`src/rtl/rom_dl_packer.sv`:
```
// rom_dl_packer: packs the ioctl ROM download byte stream into 16-bit SDRAM
// words, routes them by address region and drives the toggle req/ack handshake.
//
// state  | meaning
// S_IDLE | no request outstanding; issue the FIFO head if one is queued
// S_WAIT | selected port's req toggled; waiting for its ack to match
module rom_dl_packer #(
  parameter logic [24:0] CPU_END    = 25'h08000,
  parameter logic [24:0] SND_END    = 25'h0A000,
  parameter int          FIFO_DEPTH = 4
) (
  input  logic        clk_sys,
  input  logic        reset_n,
  input  logic        ioctl_downl,
  input  logic        ioctl_wr,
  input  logic [24:0] ioctl_addr,
  input  logic [7:0]  ioctl_dout,
  output logic        p1_req,
  input  logic        p1_ack,
  output logic [22:0] p1_a,
  output logic [15:0] p1_d,
  output logic [1:0]  p1_ds,
  output logic        p1_we,
  output logic        p2_req,
  input  logic        p2_ack,
  output logic [22:0] p2_a,
  output logic [15:0] p2_d,
  output logic [1:0]  p2_ds,
  output logic        p2_we,
  output logic [16:0] gfx_addr,
  output logic [7:0]  gfx_data,
  output logic        gfx_wr,
  output logic        rom_loaded,
  output logic        busy,
  output logic        overflow
);

  localparam int AW = $clog2(FIFO_DEPTH);

  typedef struct packed {
    logic        rgn;   // 0 = port1 (CPU), 1 = port2 (sound)
    logic [22:0] a;
    logic [15:0] d;
    logic [1:0]  ds;
  } word_t;

  typedef enum logic {S_IDLE, S_WAIT} state_t;

  function automatic word_t mk_word(input logic rgn, input logic [24:0] addr,
                                    input logic [15:0] d, input logic [1:0] ds);
    word_t w;
    w.rgn = rgn;
    w.a   = 23'((addr - (rgn ? CPU_END : 25'd0)) >> 1);
    w.d   = d;
    w.ds  = ds;
    return w;
  endfunction

  logic        wr_d_q, wr_d_d;
  logic        downl_d_q, downl_d_d;
  logic        fell_seen_q, fell_seen_d;
  logic        pair_vld_q, pair_vld_d;
  logic [24:0] pair_addr_q, pair_addr_d;
  logic [7:0]  pair_byte_q, pair_byte_d;
  logic        pair_rgn_q, pair_rgn_d;
  logic        pend_vld_q, pend_vld_d;
  word_t       pend_word_q, pend_word_d;
  logic [AW:0] wr_ptr_q, wr_ptr_d;
  logic [AW:0] rd_ptr_q, rd_ptr_d;
  word_t       mem_q [FIFO_DEPTH];
  state_t      state_q, state_d;
  logic        sel_q, sel_d;
  logic        p1_req_q, p1_req_d, p1_we_q, p1_we_d;
  logic [22:0] p1_a_q, p1_a_d;
  logic [15:0] p1_d_q, p1_d_d;
  logic [1:0]  p1_ds_q, p1_ds_d;
  logic        p2_req_q, p2_req_d, p2_we_q, p2_we_d;
  logic [22:0] p2_a_q, p2_a_d;
  logic [15:0] p2_d_q, p2_d_d;
  logic [1:0]  p2_ds_q, p2_ds_d;
  logic [16:0] gfx_addr_q, gfx_addr_d;
  logic [7:0]  gfx_data_q, gfx_data_d;
  logic        gfx_wr_q, gfx_wr_d;
  logic        rom_loaded_q, rom_loaded_d;
  logic        busy_q, busy_d;
  logic        ovf_q, ovf_d;

  logic        wr_edge, is_p1, is_p2, is_gfx, downl_rise, downl_fall;
  logic        push, push_ok, pop, empty, full;
  word_t       push_word, held_word, odd_word, head;

  assign head = mem_q[rd_ptr_q[AW-1:0]];

  // Byte intake: edge detect, region decode, pairing and passthrough
  always_comb begin
    wr_d_d     = ioctl_wr;
    downl_d_d  = ioctl_downl;
    downl_rise = ioctl_downl & ~downl_d_q;
    downl_fall = ~ioctl_downl & downl_d_q;
    wr_edge    = ioctl_downl & ioctl_wr & ~wr_d_q;
    is_p1      = ioctl_addr < CPU_END;
    is_p2      = !is_p1 && (ioctl_addr < SND_END);
    is_gfx     = !is_p1 && !is_p2;

    held_word  = mk_word(pair_rgn_q, pair_addr_q, {pair_byte_q, pair_byte_q},
                         pair_addr_q[0] ? 2'b10 : 2'b01);
    odd_word   = mk_word(is_p2, ioctl_addr, {ioctl_dout, ioctl_dout}, 2'b10);

    pair_vld_d  = pair_vld_q;
    pair_addr_d = pair_addr_q;
    pair_byte_d = pair_byte_q;
    pair_rgn_d  = pair_rgn_q;
    pend_vld_d  = 1'b0;
    pend_word_d = pend_word_q;
    push        = 1'b0;
    push_word   = held_word;

    if (pend_vld_q) begin
      push      = 1'b1;
      push_word = pend_word_q;
    end else if (wr_edge && !is_gfx) begin
      if (!ioctl_addr[0]) begin
        push        = pair_vld_q;
        pair_vld_d  = 1'b1;
        pair_addr_d = ioctl_addr;
        pair_byte_d = ioctl_dout;
        pair_rgn_d  = is_p2;
      end else if (pair_vld_q && (ioctl_addr == pair_addr_q + 25'd1)) begin
        push       = 1'b1;
        push_word  = mk_word(pair_rgn_q, pair_addr_q, {ioctl_dout, pair_byte_q}, 2'b11);
        pair_vld_d = 1'b0;
      end else if (pair_vld_q) begin
        // Orphan odd byte behind a held byte: flush now, odd byte next cycle
        push        = 1'b1;
        pend_vld_d  = 1'b1;
        pend_word_d = odd_word;
        pair_vld_d  = 1'b0;
      end else begin
        push      = 1'b1;
        push_word = odd_word;
      end
    end else if (!ioctl_downl && fell_seen_q && pair_vld_q) begin
      push       = 1'b1;
      pair_vld_d = 1'b0;
    end

    gfx_wr_d   = wr_edge & is_gfx;
    gfx_addr_d = gfx_wr_d ? ioctl_addr[16:0] : gfx_addr_q;
    gfx_data_d = gfx_wr_d ? ioctl_dout : gfx_data_q;
  end

  // Issue FSM; the head is popped at issue and the port registers hold the
  // in-flight word until its ack matches.
  always_comb begin
    state_d  = state_q;
    sel_d    = sel_q;
    pop      = 1'b0;
    p1_req_d = p1_req_q;
    p1_we_d  = p1_we_q;
    p1_a_d   = p1_a_q;
    p1_d_d   = p1_d_q;
    p1_ds_d  = p1_ds_q;
    p2_req_d = p2_req_q;
    p2_we_d  = p2_we_q;
    p2_a_d   = p2_a_q;
    p2_d_d   = p2_d_q;
    p2_ds_d  = p2_ds_q;
    case (state_q)
      S_IDLE: begin
        if (!empty) begin
          pop     = 1'b1;
          sel_d   = head.rgn;
          state_d = S_WAIT;
          if (head.rgn) begin
            p2_a_d   = head.a;
            p2_d_d   = head.d;
            p2_ds_d  = head.ds;
            p2_we_d  = 1'b1;
            p2_req_d = ~p2_req_q;
          end else begin
            p1_a_d   = head.a;
            p1_d_d   = head.d;
            p1_ds_d  = head.ds;
            p1_we_d  = 1'b1;
            p1_req_d = ~p1_req_q;
          end
        end
      end
      S_WAIT: begin
        if (sel_q ? (p2_ack == p2_req_q) : (p1_ack == p1_req_q)) begin
          p1_we_d = 1'b0;
          p2_we_d = 1'b0;
          state_d = S_IDLE;
        end
      end
      default: state_d = S_IDLE;
    endcase
  end

  always_comb begin
    empty    = (wr_ptr_q == rd_ptr_q);
    full     = (wr_ptr_q[AW] != rd_ptr_q[AW]) && (wr_ptr_q[AW-1:0] == rd_ptr_q[AW-1:0]);
    push_ok  = push && (!full || pop);
    wr_ptr_d = push_ok ? wr_ptr_q + (AW+1)'(1) : wr_ptr_q;
    rd_ptr_d = pop ? rd_ptr_q + (AW+1)'(1) : rd_ptr_q;
    ovf_d    = ovf_q | (push & full & ~pop);

    fell_seen_d  = downl_rise ? 1'b0 : (downl_fall ? 1'b1 : fell_seen_q);
    rom_loaded_d = downl_rise ? 1'b0 :
                   (rom_loaded_q | (!ioctl_downl && fell_seen_q && empty &&
                                    state_q == S_IDLE && !pair_vld_q && !pend_vld_q));
    busy_d       = ioctl_downl | !empty | (state_q != S_IDLE) | pair_vld_q | pend_vld_q;
  end

  always_ff @(posedge clk_sys or negedge reset_n) begin
    if (!reset_n) begin
      wr_d_q       <= 1'b0;
      downl_d_q    <= 1'b0;
      fell_seen_q  <= 1'b0;
      pair_vld_q   <= 1'b0;
      pair_addr_q  <= '0;
      pair_byte_q  <= '0;
      pair_rgn_q   <= 1'b0;
      pend_vld_q   <= 1'b0;
      pend_word_q  <= '0;
      wr_ptr_q     <= '0;
      rd_ptr_q     <= '0;
      for (int i = 0; i < FIFO_DEPTH; i++) mem_q[i] <= '0;
      state_q      <= S_IDLE;
      sel_q        <= 1'b0;
      p1_req_q     <= 1'b0;
      p1_we_q      <= 1'b0;
      p1_a_q       <= '0;
      p1_d_q       <= '0;
      p1_ds_q      <= '0;
      p2_req_q     <= 1'b0;
      p2_we_q      <= 1'b0;
      p2_a_q       <= '0;
      p2_d_q       <= '0;
      p2_ds_q      <= '0;
      gfx_addr_q   <= '0;
      gfx_data_q   <= '0;
      gfx_wr_q     <= 1'b0;
      rom_loaded_q <= 1'b0;
      busy_q       <= 1'b0;
      ovf_q        <= 1'b0;
    end else begin
      wr_d_q       <= wr_d_d;
      downl_d_q    <= downl_d_d;
      fell_seen_q  <= fell_seen_d;
      pair_vld_q   <= pair_vld_d;
      pair_addr_q  <= pair_addr_d;
      pair_byte_q  <= pair_byte_d;
      pair_rgn_q   <= pair_rgn_d;
      pend_vld_q   <= pend_vld_d;
      pend_word_q  <= pend_word_d;
      wr_ptr_q     <= wr_ptr_d;
      rd_ptr_q     <= rd_ptr_d;
      if (push_ok) mem_q[wr_ptr_q[AW-1:0]] <= push_word;
      state_q      <= state_d;
      sel_q        <= sel_d;
      p1_req_q     <= p1_req_d;
      p1_we_q      <= p1_we_d;
      p1_a_q       <= p1_a_d;
      p1_d_q       <= p1_d_d;
      p1_ds_q      <= p1_ds_d;
      p2_req_q     <= p2_req_d;
      p2_we_q      <= p2_we_d;
      p2_a_q       <= p2_a_d;
      p2_d_q       <= p2_d_d;
      p2_ds_q      <= p2_ds_d;
      gfx_addr_q   <= gfx_addr_d;
      gfx_data_q   <= gfx_data_d;
      gfx_wr_q     <= gfx_wr_d;
      rom_loaded_q <= rom_loaded_d;
      busy_q       <= busy_d;
      ovf_q        <= ovf_d;
    end
  end

  assign p1_req     = p1_req_q;
  assign p1_a       = p1_a_q;
  assign p1_d       = p1_d_q;
  assign p1_ds      = p1_ds_q;
  assign p1_we      = p1_we_q;
  assign p2_req     = p2_req_q;
  assign p2_a       = p2_a_q;
  assign p2_d       = p2_d_q;
  assign p2_ds      = p2_ds_q;
  assign p2_we      = p2_we_q;
  assign gfx_addr   = gfx_addr_q;
  assign gfx_data   = gfx_data_q;
  assign gfx_wr     = gfx_wr_q;
  assign rom_loaded = rom_loaded_q;
  assign busy       = busy_q;
  assign overflow   = ovf_q;

endmodule

```
`config.mk`:
```
export PLATFORM = sky130hd
export DESIGN_NAME = rom_dl_packer
export DESIGN_NICKNAME = d
export VERILOG_FILES = /design/src/rtl/rom_dl_packer.sv
export SDC_FILE = /design/constraint.sdc
export NUM_CORES = 1
export LEC_CHECK = 0
export BUFFER_PORTS_ARGS = -buffer_cell sky130_fd_sc_hd__buf_4
export CAP_MARGIN = 30
export CORE_ASPECT_RATIO = 1.1
export CORE_MARGIN = 8
export CORE_UTILIZATION = 54
export CTS_CLUSTER_SIZE = 40
export DETAILED_ROUTE_END_ITERATION = 7
export MAX_ROUTING_LAYER = met4
export PLACE_DENSITY = 0.85
export SLEW_MARGIN = 10
export SYNTH_ARGS = -nofsm -noshare
export SYNTH_HDL_FRONTEND = slang
export SYNTH_SLANG_ARGS = --single-unit
```
`constraint.sdc`:
```
create_clock -name clk_sys -period 2.3 [get_ports clk_sys]
set_input_delay 0.23 -clock clk_sys [delete_from_list [all_inputs] [get_ports clk_sys]]
set_output_delay 0.23 -clock clk_sys [all_outputs]
set_load 0.02 [all_outputs]
```
# Yosys cells after proc, flatten, opt, wreduce, memory -nomap -nowiden
# Index checks and enable logic that the tools add are counted.
# classes
n_addsub	5
multipliers	0
div_mod_pow	0
n_lt_le_gt_ge	5
eq_ne	10
n_shift	0
mux	40
n_bitwise	27
reduce_logical	32
# ops
operator	n
$mux 42	8
$bwmux 168	1
$bmux 42 s2	1
$demux 42 s2	1
$lt 25x16->1 const B	2
$sub 24x16->24	2
$mux 16	2
$add 25x1->25 const B	1
$eq 25x25->1	1
$mux 1	24
$reduce_and 3->1	5
$logic_and 1x1->1	13
$not 1->1	12
$logic_not 1->1	8
$and 1x1->1	7
$add 3x1->3 const B	2
$ge 3x3->1 const B	2
$ne 2x2->1 const B	3
$not 2->3	2
$or 1x1->1	6
$pmux 1 s2	3
$reduce_and 5->1	1
$reduce_and 2->1	2
$reduce_bool 2->1	2
7 further kinds	8
# totals
reg_bits	370
latch_bits	0
ram_bits	0
romBits	0
out_inout_bits	115
elab_cells	167
mem_count	0

# Depth between registers and ports, before layout
# depth
word_depth	12
mapped_depth	10

# Worst setup path after synthesis
# No wires, ideal clock.
# synth_timing
path_type	flip-flop to flip-flop
from	register pair_addr_q[19]
to	register pend_word_q[34] (netlist name)
setup_ns	0.125
t_arrival_ns	2.150
setup_slack_ns	0.025
stages_incl_launch_ff	9
n_path_buf	2
period_less_slack_ns	2.275
path_cell_list	dfrtp_1 -> clkbuf_1 -> xnor2_1 -> nand4_1 -> nor4_1 -> nand4_1 -> nand4_1 -> buf_2 -> mux2_2
# synth_between
elab_chain_len	5
# synth_rtl
item	line	source
start, declared	63	logic [24:0] pair_addr_q, pair_addr_d;
start signal, assigned	252	pair_addr_q <= pair_addr_d;
$add 25x1->25	128	end else if (pair_vld_q && (ioctl_addr == pair_addr_q + 25'd1)) begin
$eq 25x25->1	128	
$logic_and 1x1->1	128	
$not 1->1 (no line)	n/a	
$reduce_and 5->1 (no line)	n/a	
end signal, assigned	256	pend_word_q <= pend_word_d;
end, declared	67	word_t pend_word_q, pend_word_d;
# No other way between the ends.
# A chain may end at the register's enable or synchronous reset.

# Worst setup path after layout
# layout_timing
from	input ioctl_addr[1]
to	register pend_word_q[37] (netlist name)
# layout_between
elab_chain_len	8
word_cells_on_any_way	14
cone_classes	add/sub: 1; order compare: 2; eq/ne: 1; mux: 1; bitwise: 1; reduce/logical: 8
# layout_rtl
item	line	source
start, declared	16	input logic [24:0] ioctl_addr,
branches (longest 8 deep; another with $lt 25x16->1)	n/a	
# Parallel ways; which one is timed is not known.

==> metrics.yaml <==
power_and_ir_drop:
  total_power_mw: 14.7
  power_density_nw_per_um2: 743
  irDropWorstVdd_v: 0.000668
  p_leak_nw: 9.26
setup_path:
  start_kind: "input pin"
  critical_path_class: "in -> reg"
  critical-path-slowest-cell: "dlygate4sd3_1"
  crit_fanout: 12
  crit_top_cell: "nand4_1"
  cp.required_ns: 2.70
  path_cells: "dlygate4sd3_1, buf_4, xnor2_1, nand4_1, nor4_2, nand4_1, nand4_1, buf_6, clkbuf_16, mux2_2"
  cp-end-kind: "flip-flop"
  crit_family: "buffers and inverters"
  cp_slowest_stage_delay_ns: 0.54
  cp.arrival_ns: 2.70
  crit_buf_inv: 4
drt:
  routed-via-count: 11400
  drtPass1Iterations: 7
  routed_wl_mm: 40.4
  ant_nets: 0
  drc: 0
  drtIter0Drc: 815
  viasPerCell: 5.99
  wire_per_inst_um: 21.2
clocking:
  cts_tree: "built"
  clock-sinks: 362
  htree_levels: 2
  clk_pin_slew_ns: 0.06
  cts-root-buf: "clkbuf_16"
  numCtsBuffers: 38
  cts_buffer_depth: 3
  clk_latency_ns: 0.52
run:
  maxCapViolCount: 0
floorplanning:
  die_h_um: 198
  rows: 66
  coreArea_um2: 29600
  dieArea_um2: 35900
  initial_core_util: 0.549
  ioPinCount: 154
  die_x_um: 181
synthesis:
  seq_area_frac_synth: 0.558
  synth_top_area_frac: 0.558
  synth_area_um2: 16200
  synth_area_per_cell_um2: 12.5
  synth_edf_count: 0
  yosysMostFrequentCell: "dfrtp_1"
  ys_ff_latch: 362
  synth.top_cells.by_area: "dfrtp_1 (56%), mux2_2 (11%), mux4_2 (5.8%)"
  synth.distinct_cells: 48
  ys_async_sr_fraction: 1.00
  yosys_warnings: 0
  ys.flop_type: "dfrtp_1"
  syn-num-nets: 1345
  synth_common_cells: "dfrtp_1 (362), nand2_1 (193), mux2_2 (165)"
  synthCells: 1296
  synth_top_area_cell: "dfrtp_1"
sta:
  tightest_slew_ns: 0.499
  tns_ns: -0.00117
  timing.hold.ws_ns: 0.0158
  slew_viol_final: 0
  period_share: 1.00
  slew_headroom: 0.667
  finalClockSkew_ns: 0.0145
  period_needed_ns: 2.30
  fmax_mhz: 435
  setup_slack_ns: -0.00117
  hold_viol: 0
  rsz0062_at_grt: "true"
  setup_viol: 1
final_layout:
  antennaDiodeCount: 0
  fin_util: 0.670
  seq_area_um2: 9060
  finalNonFillerCells: 1904
  area_growth_pct: 21.9
  multiInputGateArea_um2: 6900
  fin_area_um2: 19800
  filler_cell_count: 1930
  drive_above_1_share: 0.363
  fin_nets: 1553
hold_path:
  hold_class: "in -> reg"
placed_design:
  hpwlAfterDp_mm: 26.4
  place_area_um2: 18300
  placed_cells: 1818
  port_buffers: 153
  routabilityCongestion: 0.869
  post-place-ws_ns: -0.182
outcome:
  violations: "negative setup slack"
  status: "complete, but fails checks"
global_route:
  antenna_found_initial: 0
  grt_pass1_vias: 12200
  grt_overflow: 0
  grt_max_degree: 87
  grt_pass1_wl_mm: 65.6
  grt_usage: 0.231
==> routing by layer <==
metal | share of wire | track usage
met5 | 0 | -
met3 | 0.070 | 0.0425
met2 | 0.49 | 0.369
met1 | 0.42 | 0.302
met4 | 0.026 | 0.0665
==> power by group <==
group	internal, mW	switching, mW	leakage [nW]
combinational	0.907	1.14	3.92
clock	3.50	2.46	0.600
sequential	6.53	0.176	4.74
==> path summary, 6_finish.rpt <==
check | start | slack (ns) | endpoint | cells past startpoint
min in group asynchronous | reset_n | 0.22 | gfx_data[5]$_DFFE_PN0P_ | 2
hold reg to reg | pend_word_q[1]$_DFFE_PN0P_ | 0.47 | pend_word_q[1]$_DFFE_PN0P_ | 1
hold / removal | ioctl_dout[1] | 0.02 | pend_word_q[11]$_DFFE_PN0P_ | 2
setup reg to reg | pair_addr_q[1]$_DFFE_PN0P_ | 0.02 | pend_word_q[37]$_DFFE_PN0P_ | 8
setup / recovery | ioctl_addr[1] | -0.001 | pend_word_q[37]$_DFFE_PN0P_ | 10
max in group asynchronous | reset_n | 1.21 | p2_d[4]$_DFFE_PN0P_ | 3
==> kinds of logic after synthesis <==
family / Yosys count / synth area share
adders and majority gates: 10 / 0.00770
AOI/OAI and AO/OA: 223 / 0.0803
xor gates and xnor gates: 44 / 0.0237
and+or+nand+nor: 312 / 0.0906
buffers and inverters: 96 / 0.0242
muxes: 249 / 0.216
DFF: 362 / 0.558
==> worst register-to-register path, delay by kind of cell (launching register included) <==
kind / cells / cell delay [ns]
buffers and inverters: 2 / 0.32
multiplexers: 1 / 0.34
flip-flops: 1 / 0.40
XOR/XNOR: 1 / 0.25
AND/OR/NAND/NOR: 4 / 0.86
==> layout by cell type, fill, tap and decap left out, types with 13 or more instances in the layout <==
cell type      Yosys  final
nand2_1          193    192
o31ai_1           36     35
clkbuf_16          0     42
or3_1             32     32
mux2_2           165    165
mux4_2            42     42
xor2_1            19     19
dlygate4sd3_1      0     17
o21ai_0          146    146
dfrtp_1          362    359
mux2_4            18     18
xnor2_1           25     22
buf_12             0     13
mux2i_4           15     15
nor2_1            17     16
inv_1             15     15
buf_4              0    215
==> cell type report <==
type | instances | area share
clock inverters | 11 | 0.00443
flip-flops and latches | 362 | 0.458
well taps | 374 | 0.0236
inverters | 16 | 0.00303
multi-input cells | 838 | 0.349
clock buffers | 55 | 0.0565
repair buffers | 248 | 0.106
==> timing repair <==
| action | CTS | global route |
|---|---|---|
| cloned | 0 | 1 |
| gates resized for setup | 1 | 10 |
| endpoints found under the hold margin | 75 | 0 |
| setup buffers | 0 | 2 |
| hold buffers | 17 | 0 |
| setup endpoints to repair | 4 | 68 |
| pin swaps | 0 | 1 |
==> flip-flops by register name, indices dropped and copies added (netlist names), 3 cells and up <==
name / cells
mem_q: 168
pend_word_q: 33
pair_addr_q: 24
p1_a: 23
p2_a: 23
gfx_addr: 17
p1_d: 16
p2_d: 16
gfx_data: 8
pair_byte_q: 8
rd_ptr_q: 3
wr_ptr_q: 3
Power figures use the tool's default switching activity.
